===== config.mk =====
export PLATFORM = sky130hd
export DESIGN_NAME = player_damage_ctrl
export DESIGN_NICKNAME = d
export VERILOG_FILES = /design/src/rtl/player_damage_ctrl_pkg.sv /design/src/rtl/aabb_overlap.sv /design/src/rtl/player_damage_ctrl.sv
export SDC_FILE = /design/constraint.sdc
export NUM_CORES = 1
export LEC_CHECK = 0
export CELL_PAD_IN_SITES_DETAIL_PLACEMENT = 1
export CELL_PAD_IN_SITES_GLOBAL_PLACEMENT = 2
export CORE_ASPECT_RATIO = 0.6
export CORE_UTILIZATION = 30
export CTS_BUF_LIST = sky130_fd_sc_hd__clkbuf_4
export DETAILED_ROUTE_END_ITERATION = 8
export GPL_TIMING_DRIVEN = 0
export PLACE_DENSITY_LB_ADDON = 0.1
export SETUP_SLACK_MARGIN = 0.3
export SKIP_CTS_REPAIR_TIMING = 1
export SLEW_MARGIN = 15
export SYNTH_ARGS = -nofsm -noshare
export SYNTH_HDL_FRONTEND = slang
export SYNTH_SLANG_ARGS = --single-unit

===== constraint.sdc =====
create_clock -name sim_clk -period 2.35 [get_ports sim_clk]
set_input_delay 0.3525 -clock sim_clk [delete_from_list [all_inputs] [get_ports sim_clk]]
set_output_delay 0.3525 -clock sim_clk [all_outputs]
set_load 0.005 [all_outputs]

===== src/rtl/player_damage_ctrl_pkg.sv =====
// Shared game definitions: damage FSM encoding, position field slices and
// default timing constants used by the player and enemy blocks.
package player_damage_ctrl_pkg;

    typedef enum logic [1:0] {
        ST_ALIVE     = 2'd0,
        ST_KNOCKBACK = 2'd1,
        ST_INVULN    = 2'd2,
        ST_DEAD      = 2'd3
    } dmg_state_t;

    // Packed position word is {x, y}, 10 bits each
    localparam int X_HI = 19;
    localparam int X_LO = 10;
    localparam int Y_HI = 9;
    localparam int Y_LO = 0;

    localparam int DEF_MAX_HEALTH    = 3;
    localparam int DEF_KB_FRAMES     = 8;
    localparam int DEF_INVULN_FRAMES = 60;
    localparam int DEF_STOMP_MARGIN  = 4;

    function automatic int max_int(input int a, input int b);
        return (a > b) ? a : b;
    endfunction

endpackage


===== src/rtl/aabb_overlap.sv =====
// Axis-aligned bounding box overlap of two boxes given as top-left corner
// plus size. Right/bottom edges are formed at 11 bits so screen-edge boxes
// never wrap; boxes that only share an edge do not overlap.
module aabb_overlap (
    input  logic [9:0] a_x,
    input  logic [9:0] a_y,
    input  logic [9:0] a_w,
    input  logic [9:0] a_h,
    input  logic [9:0] b_x,
    input  logic [9:0] b_y,
    input  logic [9:0] b_w,
    input  logic [9:0] b_h,
    output logic       overlap
);

    logic [10:0] a_right;
    logic [10:0] a_bottom;
    logic [10:0] b_right;
    logic [10:0] b_bottom;

    // Strict inequalities on all four separating axes
    always_comb begin
        a_right  = {1'b0, a_x} + {1'b0, a_w};
        a_bottom = {1'b0, a_y} + {1'b0, a_h};
        b_right  = {1'b0, b_x} + {1'b0, b_w};
        b_bottom = {1'b0, b_y} + {1'b0, b_h};
        overlap  = ({1'b0, a_x} < b_right)  && ({1'b0, b_x} < a_right) &&
                   ({1'b0, a_y} < b_bottom) && ({1'b0, b_y} < a_bottom);
    end

endmodule


===== src/rtl/player_damage_ctrl.sv =====
// Player damage controller: classifies player/enemy contact as stomp or side
// hit on each frame tick and runs the health / knockback / invulnerability /
// death state machine. All outputs are registered.
module player_damage_ctrl
    import player_damage_ctrl_pkg::*;
#(
    parameter int MAX_HEALTH    = DEF_MAX_HEALTH,
    parameter int KB_FRAMES     = DEF_KB_FRAMES,
    parameter int INVULN_FRAMES = DEF_INVULN_FRAMES,
    parameter int STOMP_MARGIN  = DEF_STOMP_MARGIN
) (
    input  logic        sim_clk,
    input  logic        reset_n,
    input  logic        frame_tick,
    input  logic [19:0] playerPos,
    input  logic [9:0]  player_width,
    input  logic [9:0]  player_height,
    input  logic        player_falling,
    input  logic [19:0] enemyPos,
    input  logic [9:0]  enemy_width,
    input  logic [9:0]  enemy_height,
    input  logic        enemy_alive,
    input  logic        respawn,
    output logic [2:0]  health,
    output logic        hit_pulse,
    output logic        enemy_kill,
    output logic        knockback_active,
    output logic        knockback_dir,
    output logic        invuln,
    output logic        dead
);

    localparam int CNT_MAX = max_int(KB_FRAMES, INVULN_FRAMES);
    localparam int CNT_W   = (CNT_MAX > 1) ? $clog2(CNT_MAX) : 1;

    // Counter holds "ticks left minus one", so each timed state lasts N ticks
    localparam logic [CNT_W-1:0] KB_LOAD     = CNT_W'(KB_FRAMES - 1);
    localparam logic [CNT_W-1:0] INVULN_LOAD = CNT_W'(INVULN_FRAMES - 1);
    localparam logic [2:0]       HEALTH_FULL = 3'(MAX_HEALTH);

    logic [9:0]  px;
    logic [9:0]  py;
    logic [9:0]  ex;
    logic [9:0]  ey;
    logic        overlap;
    logic        contact;
    logic        stomp;
    logic        side_hit;
    logic [10:0] player_bottom;
    logic [10:0] stomp_line;

    dmg_state_t       state_reg, state_next;
    logic [CNT_W-1:0] cnt_reg, cnt_next;
    logic [2:0]       health_reg, health_next;
    logic             hit_pulse_reg, hit_pulse_next;
    logic             enemy_kill_reg, enemy_kill_next;
    logic             knockback_dir_reg, knockback_dir_next;
    logic             knockback_active_reg;
    logic             invuln_reg;
    logic             dead_reg;

    assign px = playerPos[X_HI:X_LO];
    assign py = playerPos[Y_HI:Y_LO];
    assign ex = enemyPos[X_HI:X_LO];
    assign ey = enemyPos[Y_HI:Y_LO];

    aabb_overlap u_overlap (
        .a_x     (px),
        .a_y     (py),
        .a_w     (player_width),
        .a_h     (player_height),
        .b_x     (ex),
        .b_y     (ey),
        .b_w     (enemy_width),
        .b_h     (enemy_height),
        .overlap (overlap)
    );

    // Contact classification; a stomp always takes precedence over a side hit
    always_comb begin
        player_bottom = {1'b0, py} + {1'b0, player_height};
        stomp_line    = {1'b0, ey} + 11'(STOMP_MARGIN);
        contact       = overlap && enemy_alive;
        stomp         = contact && player_falling && (player_bottom <= stomp_line);
        side_hit      = contact && !stomp;
    end

    // Next-state, counter, health and strobe logic; only frame ticks advance it
    always_comb begin
        state_next         = state_reg;
        cnt_next           = cnt_reg;
        health_next        = health_reg;
        hit_pulse_next     = 1'b0;
        enemy_kill_next    = 1'b0;
        knockback_dir_next = knockback_dir_reg;
        if (frame_tick) begin
            case (state_reg)
                ST_ALIVE: begin
                    if (stomp) begin
                        enemy_kill_next = 1'b1;
                    end else if (side_hit && (health_reg != 3'd0)) begin
                        hit_pulse_next     = 1'b1;
                        health_next        = health_reg - 3'd1;
                        knockback_dir_next = (px >= ex);
                        if (health_reg == 3'd1) begin
                            state_next = ST_DEAD;
                            cnt_next   = '0;
                        end else begin
                            state_next = ST_KNOCKBACK;
                            cnt_next   = KB_LOAD;
                        end
                    end
                end
                ST_KNOCKBACK: begin
                    enemy_kill_next = stomp;
                    if (cnt_reg == '0) begin
                        state_next = ST_INVULN;
                        cnt_next   = INVULN_LOAD;
                    end else begin
                        cnt_next = cnt_reg - CNT_W'(1);
                    end
                end
                ST_INVULN: begin
                    enemy_kill_next = stomp;
                    if (cnt_reg == '0) begin
                        state_next = ST_ALIVE;
                    end else begin
                        cnt_next = cnt_reg - CNT_W'(1);
                    end
                end
                ST_DEAD: begin
                    if (respawn) begin
                        health_next = HEALTH_FULL;
                        state_next  = ST_INVULN;
                        cnt_next    = INVULN_LOAD;
                    end
                end
                default: begin
                    state_next = ST_ALIVE;
                    cnt_next   = '0;
                end
            endcase
        end
    end

    // State and registered outputs, asynchronously cleared by reset_n
    always_ff @(posedge sim_clk or negedge reset_n) begin
        if (!reset_n) begin
            state_reg            <= ST_ALIVE;
            cnt_reg              <= '0;
            health_reg           <= HEALTH_FULL;
            hit_pulse_reg        <= 1'b0;
            enemy_kill_reg       <= 1'b0;
            knockback_dir_reg    <= 1'b0;
            knockback_active_reg <= 1'b0;
            invuln_reg           <= 1'b0;
            dead_reg             <= 1'b0;
        end else begin
            state_reg            <= state_next;
            cnt_reg              <= cnt_next;
            health_reg           <= health_next;
            hit_pulse_reg        <= hit_pulse_next;
            enemy_kill_reg       <= enemy_kill_next;
            knockback_dir_reg    <= knockback_dir_next;
            knockback_active_reg <= (state_next == ST_KNOCKBACK);
            invuln_reg           <= (state_next == ST_KNOCKBACK) || (state_next == ST_INVULN);
            dead_reg             <= (state_next == ST_DEAD);
        end
    end

    assign health           = health_reg;
    assign hit_pulse        = hit_pulse_reg;
    assign enemy_kill       = enemy_kill_reg;
    assign knockback_active = knockback_active_reg;
    assign knockback_dir    = knockback_dir_reg;
    assign invuln           = invuln_reg;
    assign dead             = dead_reg;

endmodule


### Yosys cells after proc, flatten, opt, wreduce, memory -nomap -nowiden

Cells that the tools add are included.

| storage, ports and cells | value |
|---|---|
| bits in registers | 17 |

| operators by class | value |
|---|---|
| $add $sub $neg | 7 |
| order comparisons | 6 |
| equality and inequality tests | 11 |
| muxes and demuxes | 26 |
| bitwise logic cells | 1 |
| reduce and logical (&&, ||, !) cells | 18 |

Operators by type and width:

| operator | count |
|---|---|
| 10-bit by 10-bit adder with 11-bit output | 4 |
| 10-bit by 11-bit less-than comparator with 1-bit output | 4 |
| 6-bit two-way mux | 5 |
| 6-bit case mux with 4 select lines | 1 |
| 2-bit two-way mux | 7 |
| 3-bit two-way mux | 4 |
| 10-bit by 3-bit adder with 11-bit output (second input constant) | 1 |
| 11-bit <= comparator | 1 |
| 10-bit >= comparator | 1 |
| 5-bit AND reduction | 2 |
| 2-bit equality test (second input constant) | 4 |
| 1-bit logical AND | 8 |
| 2-bit inequality test (second input constant) | 4 |
| 2-bit case mux with 4 select lines | 1 |
| 6-bit logical NOT | 1 |
| 1-bit two-way mux | 6 |
| 3-bit case mux with 2 select lines | 1 |
| 6-bit by 1-bit subtractor with 6-bit output (second input constant) | 1 |
| 2-bit by 1-bit equality test with 1-bit output (second input constant) | 2 |
| 4-bit AND reduction | 1 |
| 3-bit by 1-bit equality test with 1-bit output (second input constant) | 1 |
| 3-bit nonzero test | 1 |
| 3-bit by 1-bit subtractor with 3-bit output (second input constant) | 1 |
| 2-bit logical NOT | 1 |
| 6 further kinds | 6 |

### Longest topological paths before layout

Gate-level depths: netlist of run 1.

| logic depth | value |
|---|---|
| depth after elaboration | 17 |
| depth in mapped cells | 19 |
| mapped depth without buffers | 19 |

### By module

From an unflattened synthesis of run 1, not the netlist that was laid out.

| second synthesis, totals | value |
|---|---|
| cells, all modules | 531 |
| area total of the unflattened synthesis | 4375.4 µm² |

Modules (own cells, without submodules):

| module | instances | cells each | area each (µm²) | seq. area each (µm²) |
|---|---|---|---|---|
| aabb_overlap | 1 | 291 | 2331.0 | 0.0 |
| player_damage_ctrl | 1 | 240 | 2044.5 | 427.9 |

### Least setup slack after synthesis of run 1

No wires, ideal clock.

| timing path | value |
|---|---|
| path kind | input to register |
| from | in playerPos[1] |
| to | reg invuln_reg (netlist: invuln) |
| data arrival time | 3.924 ns |
| data required time | 2.224 ns |
| path slack | -1.700 ns |
| stages on the path | 19 |
| buffers on the path | 0 |
| cells stage by stage | ha_1 a21o_1 a21oi_1 o21bai_1 a21oi_1 o21ai_1 a21o_1 a21o_1 xor2_1 ha_1 and4_1 nand3_1 a211o_1 a41oi_2 nand3_1 nor3_2 nand2_1 o311ai_0 ha_1 |

| on the way | value |
|---|---|
| cells in the longest elaborated chain, start to end | 15 |
| elaborated cells on any way between the ends | 19 |
| those cells by class | 1 x add/sub; 3 x order compare; 2 x eq/ne; 4 x mux; 9 x reduce/logical |

Ends and longest elaborated chain:

| what | line | RTL |
|---|---|---|
| start, declared | player_damage_ctrl.sv:15 | `input logic [19:0] playerPos,` |
| 10-bit by 10-bit adder with 11-bit output / 10-bit by 11-bit less-than comparator with 1-bit output (equally long branches) | aabb_overlap.sv:24, player_damage_ctrl.sv:81, aabb_overlap.sv:28 |  |
| 10-bit by 11-bit less-than comparator with 1-bit output / 1-bit logical AND (equally long branches) | aabb_overlap.sv:28, aabb_overlap.sv:27 |  |
| 1-bit logical AND | aabb_overlap.sv:28 | `({1'b0, a_y} < b_bottom) && ({1'b0, b_y} < a_bottom);` |
| 1-bit logical AND | player_damage_ctrl.sv:83 | `contact = overlap && enemy_alive;` |
| 1-bit logical AND (2 in a row) | player_damage_ctrl.sv:84 | `stomp = contact && player_falling && (player_bottom <= stomp_line);` |
| 1-bit logical NOT | player_damage_ctrl.sv:85 | `side_hit = contact && !stomp;` |
| 1-bit logical AND | player_damage_ctrl.sv:85 |  |
| 1-bit logical AND | player_damage_ctrl.sv:101 | `end else if (side_hit && (health_reg != 3'd0)) begin` |
| 2-bit two-way mux | player_damage_ctrl.sv:101 |  |
| 2-bit two-way mux (*) | player_damage_ctrl.sv:99 | `if (stomp) begin` |
| 2-bit case mux with 4 select lines (*) | player_damage_ctrl.sv:97 | `case (state_reg)` |
| 2-bit two-way mux (*) | player_damage_ctrl.sv:96 | `if (frame_tick) begin` |
| net state_next[0] | player_damage_ctrl.sv:52 | `dmg_state_t state_reg, state_next;` |
| 2-bit by 1-bit equality test with 1-bit output / 2-bit equality test (equally long branches) | player_damage_ctrl.sv:166 | `invuln_reg <= (state_next == ST_KNOCKBACK) \|\| (state_next == ST_INVULN);` |
| 1-bit logical OR (*) | player_damage_ctrl.sv:166 |  |
| end signal, assigned | player_damage_ctrl.sv:166 |  |
| end, declared | player_damage_ctrl.sv:59 | `logic invuln_reg;` |

The timed path passes the listed nets; every way through them passes the cells marked *.
A chain may end at the register's enable or synchronous reset.

### Worst setup path after layout of run 1

| timing path | value |
|---|---|
| from | in enemyPos[0] |
| to | reg invuln_reg (netlist: invuln) |

| on the way | value |
|---|---|
| cells in the longest elaborated chain, start to end | 16 |
| elaborated cells on any way between the ends | 20 |
| those cells by class | 2 x add/sub; 3 x order compare; 2 x eq/ne; 4 x mux; 9 x reduce/logical |

Ends and longest elaborated chain:

| what | line | RTL |
|---|---|---|
| start, declared | player_damage_ctrl.sv:19 | `input logic [19:0] enemyPos,` |
| 10-bit by 10-bit adder with 11-bit output | aabb_overlap.sv:26 | `b_bottom = {1'b0, b_y} + {1'b0, b_h};` |
| 10-bit by 11-bit less-than comparator with 1-bit output | aabb_overlap.sv:28 |  |
| 1-bit logical AND | aabb_overlap.sv:27 | `overlap = ({1'b0, a_x} < b_right) && ({1'b0, b_x} < a_right) &&` |
| 1-bit logical AND | aabb_overlap.sv:28 |  |
| 1-bit logical AND | player_damage_ctrl.sv:83 |  |
| 1-bit logical AND (2 in a row) | player_damage_ctrl.sv:84 |  |
| 1-bit logical NOT | player_damage_ctrl.sv:85 |  |
| 1-bit logical AND | player_damage_ctrl.sv:85 |  |
| 1-bit logical AND | player_damage_ctrl.sv:101 |  |
| 2-bit two-way mux | player_damage_ctrl.sv:101 |  |
| 2-bit two-way mux (*) | player_damage_ctrl.sv:99 |  |
| 2-bit case mux with 4 select lines (*) | player_damage_ctrl.sv:97 |  |
| 2-bit two-way mux (*) | player_damage_ctrl.sv:96 |  |
| 2-bit by 1-bit equality test with 1-bit output / 2-bit equality test (equally long branches) | player_damage_ctrl.sv:166 |  |
| 1-bit logical OR (*) | player_damage_ctrl.sv:166 |  |

Every way passes the cells marked *; elsewhere a longest branch is shown, timed or not.

==> metrics, run 1 <==
status=finished with violations; failing checks=setup timing; setup slack, reg-to-reg=-490 ps; Synth cell types=66; Post-synth top flop=dfrtp_1; post-synth top area share=0.333; initial drt markers=130; later-pin clock latency in the skew report=290 ps; Avg Cell Area, Syn=8.34 um^2; Worst Setup SP=enemyPos[0]; Final #Nets=796; ANT nets after route=0; Psw=0.00135 W; Arrival @ worst endpoint=4290 ps; P_int=0.00159 W; Net Sw Frac=0.459; worst rel slew slack=0.226; crit path max fanout=4; peak supply drop=0.356 mV; maxcap violations=0; drt pass-1 iters=4; Leak=2.76 nW; global-route wire length before repair=20700 um; top cells by area, synth=ha_1 33%, dfrtp_1 9.5%, a21oi_1 4.4%, xnor2_1 4.2%, inv_1 4.2%; Initial Util=0.307; initial antenna violation count=0; Setup CP Type=in2reg; CP Launch Type=input port; post-synth net total=668; clk slew on worst S/H paths=100 ps; port buffer count=94; Max Clock Skew=1.56 ps; Flop pwr share=0.178; worst reg-to-reg path cell count=9; Max Root-Sink Buffers=2; Setup WS pre-CTS=-2620 ps; fin crit share=1.75; most frequent cells in the layout=85 x ha_1, 63 x clkdlybuf4s50_1, 42 x inv_1; biggest area consumer among synthesized cells=ha_1; vias in the first global route=4085; Post-Syn Area=3950 um^2; layout cells sized above 1=0.222; CP endpoint kind=register; Syn Inst Count=473; Vias=3932; # diodes=0; fmax=0.244 GHz; final slew viol count=0; via density per instance=5.11; final wirelength=13300 um; CP max stage cell=or3_4; largest net degree at the start of global routing=18; final setup fails=17; Hold Crit Class=in2async; FFs w/ async S/R, synth=1.00; TritonCTS clock tree=yes; CP bufs+invs=2; Core Footprint=12900 um^2; number of I/O pins=95; Power Density=496 nW/um^2; Slew @ Worst Pin=1150 ps; share of the yosys chip area belonging to registers=0.108; CP peak stage delay=420 ps; RSZ-0062 raised after global routing=true; routed len/inst=17.3 um; most common cell after layout, fill and taps aside=ha_1; Post-synth EDFFs=0; Comb power frac=0.762; area growth from synthesis to layout=50.1%; Crit Reg-Reg Startpoint=cnt_reg[0]$_DFFE_PN0P_; GRT Overall Usage=0.191; DRC errors left=0; CP delay by family, top=compound AO/OA/AOI/OAI gates; die height=90.8 um; RePlAce Congestion=0.843; clock root cell=clkbuf_4; H-tree depth=1; clock share of power=0.060; YS warnings=0; Critical Path RT=2540 ps; grt ovf=0; die width=150 um; fin crit period=4100 ps; Die Area=13600 um^2; min setup slack post-route=-1750 ps; Layout Cells excl Fill=770; FF+latch count, synth=17; dpl hpwl=10900 um; critical-path cell list=buf_8 -> ha_4 -> fa_2 -> a211o_1 -> o211ai_1 -> buf_4 -> a21oi_2 -> o21ai_1 -> nand2b_1 -> xnor2_2 -> ha_1 -> a211oi_2 -> or3_4 -> a21o_1 -> a211o_1 -> nand4_4 -> nor2_2 -> a22o_1 -> a22o_1 -> ha_1; FP Rows=32; CTS Sinks=17; Largest register FFs=6; Hold Vio Cnt, Final=0; reg-to-reg endpoint=cnt_reg[2]$_DFFE_PN0P_; placed cells=737; CTS buffer count=3
==> cells in the mapped netlist, drive strengths merged, types with 2 or more instances <==
cell type  count
a211o          8
a211oi        11
a21boi         2
a21o          17
a21oi         36
a22o           3
a311oi         2
a31oi          7
a41oi          2
and3           2
clkbuf         3
dfrtp         15
dfstp          2
fa             4
ha           105
inv           45
nand2         23
nand2b         9
nand3         15
nand4          4
nand4b         2
nor2          31
nor2b          4
nor3           8
nor3b          2
o2111ai        2
o211ai         4
o21a           7
o21ai         28
o21bai         6
o311ai         2
o31ai          3
or3            2
xnor2         19
xor2          17
==> layout make-up <==
class | count | area [um^2]
Fill cell | 1456 | 6930
Multi-Input combinational cell | 408 | 3860
Timing Repair Buffer | 123 | 1210
Sequential cell | 17 | 428
Tap cell | 170 | 213
Inverter | 45 | 169
Clock buffer | 4 | 30.0
Buffer | 3 | 11.3
==> power groups by stage <==
stage | clock, W | combinational [W] | sequential, W
2_1_floorplan | 0 | 0.00126 | 0.000498
3_3_place_gp | 0 | 0.00186 | 0.000522
3_5_place_dp | 0 | 0.00191 | 0.000520
4_1_cts | 0.000186 | 0.00193 | 0.000520
5_1_grt | 0.000199 | 0.00248 | 0.000542
6_report | 0.000175 | 0.00224 | 0.000523
==> stage by stage <==
step           TNS [ps]  total power (W)  hold WS (ps)   util  cell area (um^2)
2_1_floorplan    -19350          0.00176          56.9      -              4060
3_3_place_gp     -40150          0.00238           507  0.405              5210
3_5_place_dp     -40990          0.00244           531  0.405              5210
4_1_cts          -35700          0.00264           535  0.408              5240
5_1_grt          -28720          0.00322           581  0.461              5920
6_report         -26200          0.00294           523  0.461              5920
==> worst max-delay path by stage <==
| stage | endpoint | slack [ps] | depth (start not counted) |
|---|---|---|---|
| 2_1_floorplan | invuln$_DFF_PN0_ | -1420 | 18 |
| 3_3_place_gp | invuln$_DFF_PN0_ | -2590 | 19 |
| 3_5_place_dp | invuln$_DFF_PN0_ | -2620 | 19 |
| 4_1_cts | cnt_reg[4]$_DFFE_PN0P_ | -2310 | 19 |
| 5_1_grt | invuln$_DFF_PN0_ | -1890 | 20 |
| 6_report | invuln$_DFF_PN0_ | -1750 | 20 |
==> metal layers <==
layer | up-vias | share of wire | wire length, um | track usage
met2 | 65 | 0.40 | 5350 | 0.272
met5 | - | 0 | 0 | 0
met4 | 0 | 0.0053 | 70 | 0.0177
li1 | 2019 | - | - | -
met1 | 1842 | 0.56 | 7450 | 0.310
met3 | 6 | 0.032 | 421 | 0.0182
==> cells by family after synthesis <==
| family | Yosys count | synth area share |
|---|---|---|
| xor+xnor | 36 | 0.0799 |
| fa+ha+maj | 109 | 0.353 |
| compound gates | 153 | 0.269 |
| flops | 17 | 0.108 |
| mux | 2 | 0.00634 |
| buf+inv | 48 | 0.0457 |
| simple gates | 108 | 0.137 |
No activity file was read; power rests on OpenSTA's default activity.
==> run 2, diff against run 1 <==
CAP_MARGIN = 10   (was unset)
==> results of run 2 <==
The final DEF is identical to that of run 1; final timing and power are the same.
